**config.mk**
```make
export PLATFORM = sky130hd
export DESIGN_NAME = neuron_mac_sequencer_flat
export DESIGN_NICKNAME = d
export VERILOG_FILES = /design/src/rtl/neuron_mac_sequencer_pkg.sv /design/src/rtl/neuron_mac_sequencer_if.sv /design/src/rtl/neuron_mac_sequencer_weight_serializer.sv /design/src/rtl/neuron_mac_sequencer.sv /design/src/flat_wrapper.sv
export SDC_FILE = /design/constraint.sdc
export NUM_CORES = 1
export LEC_CHECK = 0
export CORE_UTILIZATION = 30
export DETAILED_ROUTE_END_ITERATION = 8
export PLACE_DENSITY = 0.48
export SYNTH_ARGS = -nofsm -noshare
export SYNTH_HDL_FRONTEND = slang
export SYNTH_HIERARCHICAL = 1
export SYNTH_SLANG_ARGS = --single-unit
```
**constraint.sdc**
```tcl
create_clock -name clk -period 6.8 [get_ports clk]
set_input_delay 1.02 -clock clk [delete_from_list [all_inputs] [get_ports clk]]
set_output_delay 1.02 -clock clk [all_outputs]
set_load 0.02 [all_outputs]
```
**src/rtl/neuron_mac_sequencer_pkg.sv**
```systemverilog
// Fixed-point helpers and FSM encoding shared by the neuron MAC sequencer.
// Values on the datapath are Q5.10 sign-magnitude; the accumulator is two's complement.
package nn_fixed_pkg;

  localparam int DATA_W = 16;
  localparam int FRAC_W = 10;
  localparam int INT_W  = 5;
  localparam int ADDR_W = 6;
  localparam int ACC_W  = DATA_W + ADDR_W + 1;
  localparam logic [15:0] MAG_MAX = 16'h7FFF;

  typedef enum logic [2:0] {
    IDLE,
    FETCH,
    LOAD,
    RUN,
    ACCUM,
    SAT,
    OUT
  } state_t;

  function automatic logic signed [31:0] sm_to_tc(input logic [15:0] sm);
    logic signed [31:0] mag;
    mag = {17'd0, sm[14:0]};
    return sm[15] ? -mag : mag;
  endfunction

  // Returns {sat_flag, sign-magnitude}; zero never comes back as negative zero.
  function automatic logic [16:0] tc_to_sm_sat(input logic signed [31:0] tc);
    logic        neg;
    logic [31:0] mag;
    neg = tc[31];
    mag = neg ? 32'(-tc) : 32'(tc);
    if (mag > {16'd0, MAG_MAX}) begin
      return {1'b1, neg, MAG_MAX[14:0]};
    end
    return {1'b0, neg, mag[14:0]};
  endfunction

endpackage

```
**src/rtl/neuron_mac_sequencer_if.sv**
```systemverilog
// Memory, multiplier and result-handshake signals of the neuron MAC sequencer.
interface neuron_mac_sequencer_if #(
  parameter int DATA_W = 16,
  parameter int ADDR_W = 6
);

  logic [ADDR_W-1:0] mem_addr;
  logic [DATA_W-1:0] in_data;
  logic [DATA_W-1:0] w_data;
  logic              mult_enable;
  logic              mult_weight_bit;
  logic [DATA_W-1:0] mult_neuron;
  logic [DATA_W-1:0] mult_out;
  logic [DATA_W-1:0] result;
  logic              result_valid;
  logic              result_ready;
  logic              overflow;

  modport master (
    output mem_addr, mult_enable, mult_weight_bit, mult_neuron,
           result, result_valid, overflow,
    input  in_data, w_data, mult_out, result_ready
  );

  modport slave (
    input  mem_addr, mult_enable, mult_weight_bit, mult_neuron,
           result, result_valid, overflow,
    output in_data, w_data, mult_out, result_ready
  );

endinterface

```
**src/rtl/neuron_mac_sequencer_weight_serializer.sv**
```systemverilog
// Streams a sign-magnitude weight into the bit-serial multiplier: magnitude MSB
// first for bit slots 0..14, the sign at slot 15, zeros until the capture slot.
module weight_serializer #(
  parameter int DATA_W         = 16,
  parameter int CAPTURE_OFFSET = 17
) (
  input  logic              clk,
  input  logic              reset,
  input  logic              load,
  input  logic              advance,
  input  logic [DATA_W-1:0] weight,
  output logic              weight_bit,
  output logic              done
);

  localparam int K_W = $clog2(CAPTURE_OFFSET + 1);

  logic [K_W-1:0]    k;
  logic [DATA_W-2:0] mag_shift;
  logic              sign;

  always_ff @(posedge clk) begin
    if (!reset) begin
      k         <= '0;
      mag_shift <= '0;
      sign      <= 1'b0;
    end else if (load) begin
      k         <= '0;
      mag_shift <= weight[DATA_W-2:0];
      sign      <= weight[DATA_W-1];
    end else if (advance && !done) begin
      k         <= k + K_W'(1);
      mag_shift <= mag_shift << 1;
    end
  end

  always_comb begin
    weight_bit = 1'b0;
    if (k < K_W'(DATA_W - 1)) begin
      weight_bit = mag_shift[DATA_W-2];
    end else if (k == K_W'(DATA_W - 1)) begin
      weight_bit = sign;
    end
  end

  assign done = (k == K_W'(CAPTURE_OFFSET));

endmodule

```
**src/rtl/neuron_mac_sequencer.sv**
```systemverilog
// Sequences one bit-serial multiplier over N input/weight pairs and accumulates
// bias + sum(x*w), delivering a saturated Q5.10 sign-magnitude result.
module neuron_mac_sequencer
  import nn_fixed_pkg::*;
#(
  parameter int DATA_W         = 16,
  parameter int ADDR_W         = 6,
  parameter int CAPTURE_OFFSET = 17,
  parameter int ACC_W          = 23
) (
  input  logic                   clk,
  input  logic                   reset,
  input  logic                   start,
  input  logic [ADDR_W:0]        num_inputs,
  input  logic [DATA_W-1:0]      bias,
  output logic                   busy,
  neuron_mac_sequencer_if.master bus
);

  localparam logic [ADDR_W:0] N_MAX = {1'b1, {ADDR_W{1'b0}}};

  state_t                   state;
  state_t                   next_state;
  logic [ADDR_W:0]          n_reg;
  logic [ADDR_W:0]          idx;
  logic [ADDR_W:0]          idx_next;
  logic [ADDR_W:0]          n_clamped;
  logic [DATA_W-1:0]        prod_reg;
  logic signed [ACC_W-1:0]  acc;
  logic                     ser_bit;
  logic                     ser_done;
  logic                     sat_flag;
  logic [DATA_W-1:0]        sat_sm;

  assign n_clamped        = (num_inputs > N_MAX) ? N_MAX : num_inputs;
  assign idx_next         = idx + (ADDR_W+1)'(1);
  assign bus.mem_addr     = idx[ADDR_W-1:0];
  assign {sat_flag, sat_sm} = tc_to_sm_sat(32'(acc));

  weight_serializer #(
    .DATA_W         (DATA_W),
    .CAPTURE_OFFSET (CAPTURE_OFFSET)
  ) u_serializer (
    .clk        (clk),
    .reset      (reset),
    .load       (state == LOAD),
    .advance    (state == RUN),
    .weight     (bus.w_data),
    .weight_bit (ser_bit),
    .done       (ser_done)
  );

  always_ff @(posedge clk) begin
    if (!reset) begin
      state           <= IDLE;
      n_reg           <= '0;
      idx             <= '0;
      acc             <= '0;
      prod_reg        <= '0;
      bus.mult_neuron <= '0;
      bus.result      <= '0;
      bus.overflow    <= 1'b0;
    end else begin
      state <= next_state;
      case (state)
        IDLE: begin
          if (start) begin
            n_reg        <= n_clamped;
            idx          <= '0;
            acc          <= ACC_W'(sm_to_tc(bias));
            bus.overflow <= 1'b0;
          end
        end
        LOAD:  bus.mult_neuron <= bus.in_data;
        RUN: begin
          if (ser_done) begin
            prod_reg <= bus.mult_out;
          end
        end
        ACCUM: begin
          acc <= acc + ACC_W'(sm_to_tc(prod_reg));
          idx <= idx_next;
        end
        SAT: begin
          bus.result   <= sat_sm;
          bus.overflow <= sat_flag;
        end
        default: ;
      endcase
    end
  end

  // Enable is low in ACCUM/FETCH/LOAD, giving the multiplier a gap to realign.
  always_comb begin
    next_state          = state;
    busy                = 1'b1;
    bus.result_valid    = 1'b0;
    bus.mult_enable     = 1'b0;
    bus.mult_weight_bit = 1'b0;
    case (state)
      IDLE: begin
        busy = 1'b0;
        if (start) begin
          next_state = (n_clamped != '0) ? FETCH : SAT;
        end
      end
      FETCH: next_state = LOAD;
      LOAD:  next_state = RUN;
      RUN: begin
        bus.mult_enable     = 1'b1;
        bus.mult_weight_bit = ser_bit;
        if (ser_done) begin
          next_state = ACCUM;
        end
      end
      ACCUM: next_state = (idx_next < n_reg) ? FETCH : SAT;
      SAT:   next_state = OUT;
      OUT: begin
        bus.result_valid = 1'b1;
        if (bus.result_ready) begin
          next_state = IDLE;
        end
      end
      default: next_state = IDLE;
    endcase
  end

endmodule

```
**src/flat_wrapper.sv**
```systemverilog
// flat-port wrapper written by rule: the top's interface ports become plain ports
module neuron_mac_sequencer_flat import nn_fixed_pkg::*;
#(
  parameter int DATA_W         = 16,
  parameter int ADDR_W         = 6,
  parameter int CAPTURE_OFFSET = 17,
  parameter int ACC_W          = 23
)
  (clk, reset, start, num_inputs, bias, busy, bus_mem_addr, bus_mult_enable, bus_mult_weight_bit, bus_mult_neuron, bus_result, bus_result_valid, bus_overflow, bus_in_data, bus_w_data, bus_mult_out, bus_result_ready);
  neuron_mac_sequencer_if #(.DATA_W(DATA_W), .ADDR_W(ADDR_W)) bus_i ();
  input  logic clk;
  input  logic reset;
  input  logic start;
  input  logic [ADDR_W:0] num_inputs;
  input  logic [DATA_W-1:0] bias;
  output logic busy;
  output wire logic [$bits(bus_i.mem_addr)-1:0] bus_mem_addr;
  output wire logic [$bits(bus_i.mult_enable)-1:0] bus_mult_enable;
  output wire logic [$bits(bus_i.mult_weight_bit)-1:0] bus_mult_weight_bit;
  output wire logic [$bits(bus_i.mult_neuron)-1:0] bus_mult_neuron;
  output wire logic [$bits(bus_i.result)-1:0] bus_result;
  output wire logic [$bits(bus_i.result_valid)-1:0] bus_result_valid;
  output wire logic [$bits(bus_i.overflow)-1:0] bus_overflow;
  input wire logic [$bits(bus_i.in_data)-1:0] bus_in_data;
  input wire logic [$bits(bus_i.w_data)-1:0] bus_w_data;
  input wire logic [$bits(bus_i.mult_out)-1:0] bus_mult_out;
  input wire logic [$bits(bus_i.result_ready)-1:0] bus_result_ready;
  assign bus_mem_addr = bus_i.mem_addr;
  assign bus_mult_enable = bus_i.mult_enable;
  assign bus_mult_weight_bit = bus_i.mult_weight_bit;
  assign bus_mult_neuron = bus_i.mult_neuron;
  assign bus_result = bus_i.result;
  assign bus_result_valid = bus_i.result_valid;
  assign bus_overflow = bus_i.overflow;
  assign bus_i.in_data = bus_in_data;
  assign bus_i.w_data = bus_w_data;
  assign bus_i.mult_out = bus_mult_out;
  assign bus_i.result_ready = bus_result_ready;
  neuron_mac_sequencer #(.DATA_W(DATA_W), .ADDR_W(ADDR_W), .CAPTURE_OFFSET(CAPTURE_OFFSET), .ACC_W(ACC_W)) u_core (.clk(clk), .reset(reset), .start(start), .num_inputs(num_inputs), .bias(bias), .busy(busy), .bus(bus_i));
endmodule
```
==> results of run 1 <==
-- layer usage --
layer	GRT usage, %	wire (microns)	part of all wire [%]	vias to the layer above
li1	-	-	-	3521
met4	6.840	664	2.9	0
met5	0	0	0	-
met1	21.31	9931	44	3313
met3	3.506	1049	4.7	37
met2	30.53	10880	48	152
-- final cells by class --
type	count	area, sq um	share of cell area [%]
multi-input cells	732	4921	53.73
flip-flops and latches	110	2202	24.04
repair buffers	125	1226	13.39
well taps	324	405.4	4.426
clock buffers	9	225.2	2.459
inverters	27	101.3	1.107
clock inverters	7	77.57	0.8470
-- logic make-up after synthesis --
| kind of cell | synth area share (%) |
|---|---|
| adders and majority gates | 6.426 |
| buffers and inverters | 5.227 |
| DFF | 29.30 |
| and+or+nand+nor | 22.09 |
| muxes | 1.365 |
| xor gates and xnor gates | 7.108 |
| AOI/OAI and AO/OA | 28.48 |
-- power by group through the flow --
stage	registers (uW)	clock network, uW	logic, uW
after floorplan	731	0	251
after global placement	751	0	382
after detailed placement	751	0	380
after CTS	736	572	382
after global routing	742	588	418
final	736	548	379
-- worst max path at each step --
stage,startpoint,cells after the start,to
final,u_core/u_serializer/k[0]$_SDFFE_PP0P_,7,bus_mult_weight_bit
after global routing,u_core/prod_reg[15]$_SDFFE_PN0P_,8,u_core/acc[18]$_SDFFE_PN0P_
after CTS,u_core/u_serializer/k[0]$_SDFFE_PP0P_,7,bus_mult_weight_bit
after detailed placement,bias[3],6,u_core/acc[21]$_SDFFE_PN0P_
after global placement,bias[3],6,u_core/acc[21]$_SDFFE_PN0P_
after floorplan,u_core/prod_reg[9]$_SDFFE_PN0P_,12,u_core/acc[18]$_SDFFE_PN0P_
-- placed cells by master (no fill, tap or decap), drive strengths merged, types with 4 or more instances in the layout --
cell,n
ha,37
nor4,8
or4,8
xor2,24
clkbuf,9
o41ai,9
o21ai,54
o21a,12
nor2,45
nand3b,7
a21oi,58
nand2b,18
dfxtp,110
a211oi,7
clkdlybuf4s50,116
a21o,9
nor3,17
a31oi,6
o22ai,9
xnor2,37
and2,6
or3,8
a21boi,59
nand2,127
clkinv,5
mux2i,8
buf,9
o211ai,11
o311a,14
and3,27
o31ai,11
inv,28
nor2b,19
o2111ai,4
nand3,21
-- through the flow --
stage / total power, uW / area [sq um] / worst slack [ns]
2_1_floorplan: 982.1 / 7516 / 3.694
3_3_place_gp: 1134 / 8856 / 3.188
3_5_place_dp: 1131 / 8856 / 3.126
4_1_cts: 1690 / 9159 / 3.370
5_1_grt: 1749 / 9159 / 3.128
6_report: 1663 / 9159 / 3.396
-- critical path: cells and delay by family (launching register included) --
kind                     cells  cell delay (ns)
buffers and inverters        1             0.61
AND/OR/NAND/NOR              3             0.44
flip-flops                   1             0.43
adder cells (fa/ha/maj)      2             0.32
AO/OA/AOI/OAI                1             0.21
==> impl_metrics.env, run 1 <==
export IMPL_synthesis_nets=1043
export IMPL_whs_ns=0.4668
export IMPL_p_leak_uw=0.003407
export IMPL_max_slew_margin_rel_pct=37.56
export IMPL_cpPeakStageDelay_ns=0.61
export IMPL_ios=118
export IMPL_min_period_over_period_pct=50.06
export IMPL_reg2reg_from="u_core/prod_reg[9]$_SDFFE_PN0P_"
export IMPL_fin_cells=1334
export IMPL_clockBufferDepth=2
export IMPL_critPathKind="register to output port"
export IMPL_fmax_ghz=0.2938
export IMPL_synthFlopType="dfxtp_1"
export IMPL_wl_per_cell_microns=16.88
export IMPL_seqPwrFrac_pct=44.3
export IMPL_synth_enable_flop_cells=0
export IMPL_slew_violations=0
export IMPL_hold_viol_final=0
export IMPL_finClkSkew_ns=0.01115
export IMPL_htreeDepth=3
export IMPL_drt_iter0_drc=368
export IMPL_dr_total_vias=7023
export IMPL_cp_data_arrival_time_ns=2.38
export IMPL_startpoint_type="register"
export IMPL_synth_commonest_cells="nand2_1, dfxtp_1, a21boi_0"
export IMPL_postCtsHoldBufs=0
export IMPL_routabilityCongestion=0.8358
export IMPL_grt_start_max_net_pins=70
export IMPL_ff2ff_path_depth=10
export IMPL_final_setup_viol_count=0
export IMPL_rsz0062_at_grt="no"
export IMPL_die_h_microns=160.3
export IMPL_dp_cells=1318
export IMPL_internal_power_uw=1112
export IMPL_numCtsBuffers=9
export IMPL_cts_sinks=110
export IMPL_nets=1118
export IMPL_post_cts_setup_buffer_count=0
export IMPL_yosys_area_top_type_share_pct=29.30
export IMPL_required_ns=5.78
export IMPL_hpwl_microns=16680
export IMPL_vdd_drop_max_mv=0.1238
export IMPL_drt_drc_violations_left=0
export IMPL_ys_ff_latch=110
export IMPL_synthCells=930
export IMPL_cts_tree="done"
export IMPL_fin_util_pct=37.44
export IMPL_outcome="finished clean"
export IMPL_switching_share_pct=33.12
export IMPL_synth_async_reset_ratio_pct=0
export IMPL_worstPathMaxFanout=6
export IMPL_cap_violations=0
export IMPL_gr_usage_all_layers_pct=17.62
export IMPL_synthTopCellsByArea="dfxtp_1, nand2_1, ha_1"
export IMPL_synth_area_sq_um=7516
export IMPL_port_buffers=117
export IMPL_drt_first_pass_iters=5
export IMPL_worst_hold_startpoint="u_core/n_reg[5]$_SDFFE_PN0P_"
export IMPL_finalSetupTns_ns=0
export IMPL_worstHoldPathCells=2
export IMPL_grt_pass1_vias=6840
export IMPL_p_switching_uw=550.9
export IMPL_ctsRootBufferMaster="clkbuf_16"
export IMPL_min_path_type="register to register"
export IMPL_drive_above_1_share_pct=4.851
export IMPL_path_clk_slew_ns=0.08
export IMPL_cts_repair_resized=0
export IMPL_overflow=0
export IMPL_largest_reg_flops=23
export IMPL_yosys_warnings=6
export IMPL_yosysSeqAreaShare_pct=29.30
export IMPL_syn_avg_cell_area_sq_um=8.082
export IMPL_synthDistinctLibCells=75
export IMPL_finalCriticalPeriod_ns=3.404
export IMPL_clock_latency_ns=0.36
export IMPL_holdPathEnd="u_core/n_reg[5]$_SDFFE_PN0P_"
export IMPL_p_comb_share_pct=22.8
export IMPL_grt_pass1_wl_microns=35980
export IMPL_synth_area_leader_cell="dfxtp_1"
export IMPL_chipWidth_microns=160.3
export IMPL_r2r_slack_ns=3.45
export IMPL_antenna_left=0
export IMPL_yosysMostFrequentCell="nand2_1"
export IMPL_power_frac_clock_pct=32.9
export IMPL_routed_via_density=5.265
export IMPL_nFillCells=2552
export IMPL_wl_microns=22520
export IMPL_cp_slowest_cell="clkdlybuf4s50_1"
export IMPL_r2r_end="u_core/acc[18]$_SDFFE_PN0P_"
export IMPL_core_area_sq_um=24460
export IMPL_rows=57
export IMPL_fp_dieArea_sq_um=25690
export IMPL_crit_path_end_kind="output port"
export IMPL_antenna_found_initial=0
export IMPL_layout_area_overhead_vs_synth_pct=21.86
export IMPL_powerDensity_nw_per_um2=181.6
export IMPL_num_antenna_cells=0
export IMPL_cp_cell_sequence="ha_1, and3_1, ha_1, nand2_1, o21ai_0, and3_1, clkdlybuf4s50_1"
export IMPL_worstMarginPinSlew_ns=0.9361
export IMPL_start_util_pct=30.72
export IMPL_largest_register="u_core/acc"
No activity file was read; power rests on OpenSTA's default activity.
==> inputs of run 2 (changes only) <==
Settings changed: PLACE_DENSITY 0.48 to 0.49.
Clock period 6.8 ns to 2.9 ns, I/O delays scaled along.
==> run 2 against run 1 <==
Net effect: worst setup slack worse by 3.3 ns; wire length rose by 4.8%; clock power rose by 140%; first-iteration DRC count increased by 5.7%; highest routed layer unchanged.
==> impl_metrics.env, run 2 (same netlist as run 1, synthesis figures left out) <==
export IMPL_outcome="finished clean"
export IMPL_critPathKind="register to register"
export IMPL_nets=1203
export IMPL_internal_power_uw=2713
export IMPL_drt_drc_violations_left=0
export IMPL_r2r_slack_ns=0.07
export IMPL_min_path_type="register to register"
export IMPL_rows=57
export IMPL_dr_total_vias=7329
export IMPL_drt_first_pass_iters=5
export IMPL_max_slew_margin_rel_pct=49.79
export IMPL_path_clk_slew_ns=0.08
export IMPL_final_cell_mix="nand2_1, clkdlybuf4s50_1, dfxtp_1"
export IMPL_overflow=0
export IMPL_cap_violations=0
export IMPL_largest_register="u_core/acc"
export IMPL_vdd_drop_max_mv=0.3286
export IMPL_gr_usage_all_layers_pct=18.72
export IMPL_ios=118
export IMPL_drt_iter0_drc=389
export IMPL_min_period_over_period_pct=97.51
export IMPL_start_util_pct=30.72
export IMPL_postCtsHoldBufs=0
export IMPL_wl_microns=23610
export IMPL_worst_hold_startpoint="u_core/n_reg[2]$_SDFFE_PN0P_"
export IMPL_seqCellArea_sq_um=2208
export IMPL_grt_pass1_wl_microns=38720
export IMPL_die_h_microns=160.3
export IMPL_slew_violations=0
export IMPL_ctsRootBufferMaster="clkbuf_16"
export IMPL_crit_path_end_kind="register"
export IMPL_core_area_sq_um=24460
export IMPL_powerDensity_nw_per_um2=399.7
export IMPL_numCtsBuffers=9
export IMPL_routed_via_density=5.165
export IMPL_ff2ff_path_depth=10
export IMPL_r2r_end="u_core/acc[18]$_SDFFE_PN0P_"
export IMPL_power_total_uw=4071
export IMPL_htreeDepth=3
export IMPL_routabilityCongestion=0.8743
export IMPL_p_leak_uw=0.003935
export IMPL_switching_share_pct=33.34
export IMPL_layout_area_overhead_vs_synth_pct=35.51
export IMPL_grt_pass1_vias=7320
export IMPL_port_buffers=117
export IMPL_startpoint="u_core/prod_reg[12]$_SDFFE_PN0P_"
export IMPL_startpoint_type="register"
export IMPL_drive_above_1_share_pct=17.81
export IMPL_hpwl_microns=18030
export IMPL_clockBufferDepth=2
export IMPL_cts_tree="done"
export IMPL_worstMarginPinSlew_ns=0.7435
export IMPL_required_ns=3.15
export IMPL_antenna_left=0
export IMPL_cts_sinks=110
export IMPL_cp_data_arrival_time_ns=3.08
export IMPL_num_antenna_cells=0
export IMPL_multi_input_area_sq_um=5259
export IMPL_final_setup_viol_count=0
export IMPL_reg2reg_from="u_core/prod_reg[12]$_SDFFE_PN0P_"
export IMPL_seqPwrFrac_pct=41.9
export IMPL_p_comb_share_pct=25.9
export IMPL_power_frac_clock_pct=32.2
export IMPL_holdPathEnd="u_core/n_reg[2]$_SDFFE_PN0P_"
export IMPL_wl_per_cell_microns=16.64
export IMPL_worstPathMaxFanout=7
export IMPL_clock_latency_ns=0.37
export IMPL_antenna_found_initial=0
export IMPL_p_switching_uw=1357
export IMPL_finalCriticalPeriod_ns=2.828
export IMPL_rsz0062_at_grt="yes"
export IMPL_worstHoldPathCells=2
export IMPL_fmax_ghz=0.3536
export IMPL_chipWidth_microns=160.3
export IMPL_fp_dieArea_sq_um=25690
export IMPL_largest_reg_flops=23
export IMPL_nFillCells=2506
export IMPL_grt_start_max_net_pins=68
export IMPL_finalSetupTns_ns=0
export IMPL_final_common_cell="nand2_1"
export IMPL_hold_viol_final=0
export IMPL_finClkSkew_ns=0.007696
-- run 2: worst max path at each step --
stage | end | slack, ns | depth (start not counted)
3_5_place_dp | u_core/acc[18]$_SDFFE_PN0P_ | -0.07 | 10
2_1_floorplan | u_core/acc[18]$_SDFFE_PN0P_ | 0.002 | 12
6_report | u_core/acc[18]$_SDFFE_PN0P_ | 0.07 | 10
3_3_place_gp | u_core/acc[21]$_SDFFE_PN0P_ | -0.03 | 10
5_1_grt | u_core/acc[22]$_SDFFE_PN0P_ | -0.02 | 11
4_1_cts | u_core/bus.overflow$_SDFFE_PN0P_ | 0.0004 | 10
-- run 2: area by class of cell --
type                       count  area share (%)
tap                          324           3.980
multi-input combinational    732           51.63
inverter                      27          0.9951
clock buffer                   9           2.211
clock inverter                 7          0.7985
timing repair buffer         210           18.70
sequential                   110           21.68
-- run 2: power by group through the flow --
stage	combinational (uW)	sequential (uW)	clock, uW
finish	1050	1710	1310
global placement	1020	1740	0
CTS	1030	1710	1360
global route	1150	1720	1410
detailed placement	1020	1740	0
floorplan	598	1710	0
-- run 2: through the flow --
stage | util, % | worst slack (ns) | hold WS (ns) | instance area (sq um) | instances
finish | 41.63 | 0.07219 | 0.4653 | 10180 | 1419
global placement | 39.00 | -0.02684 | 0.4482 | 9540 | 1399
CTS | 40.48 | 0.0004112 | 0.4679 | 9902 | 1416
global route | 41.63 | -0.02258 | 0.4754 | 10180 | 1419
floorplan | - | 0.001589 | 0.4377 | 7580 | 930
detailed placement | 39.00 | -0.06607 | 0.4577 | 9540 | 1399
-- run 2: worst max-delay path: stages (launching register included) --
cell,delay [ns]
dfxtp_1,0.32
or4_4,0.53
or3_4,0.38
o21a_1,0.19
ha_1,0.34
nand2_1,0.17
nor3_4,0.08
or3_1,0.31
mux2_4,0.27
o2111ai_2,0.08
nor3_1,0.06
-- run 2: repair_timing --
| item | in CTS | in global routing |
|---|---|---|
| endpoints found under the setup margin | 5 | 31 |
| pin swaps | 4 | 27 |
| endpoints found under the hold margin | 0 | 0 |
| buffers inserted | 1 | 4 |
| resized for setup | 11 | 67 |
-- run 2: per-layer routing --
| layer | GRT usage, % | vias to the layer above | routed length, microns |
|---|---|---|---|
| li1 | - | 3691 | - |
| met1 | 22.58 | 3461 | 10330 |
| met2 | 33.81 | 152 | 11900 |
| met3 | 3.506 | 25 | 1019 |
| met4 | 4.805 | 0 | 357 |
| met5 | 0 | - | 0 |
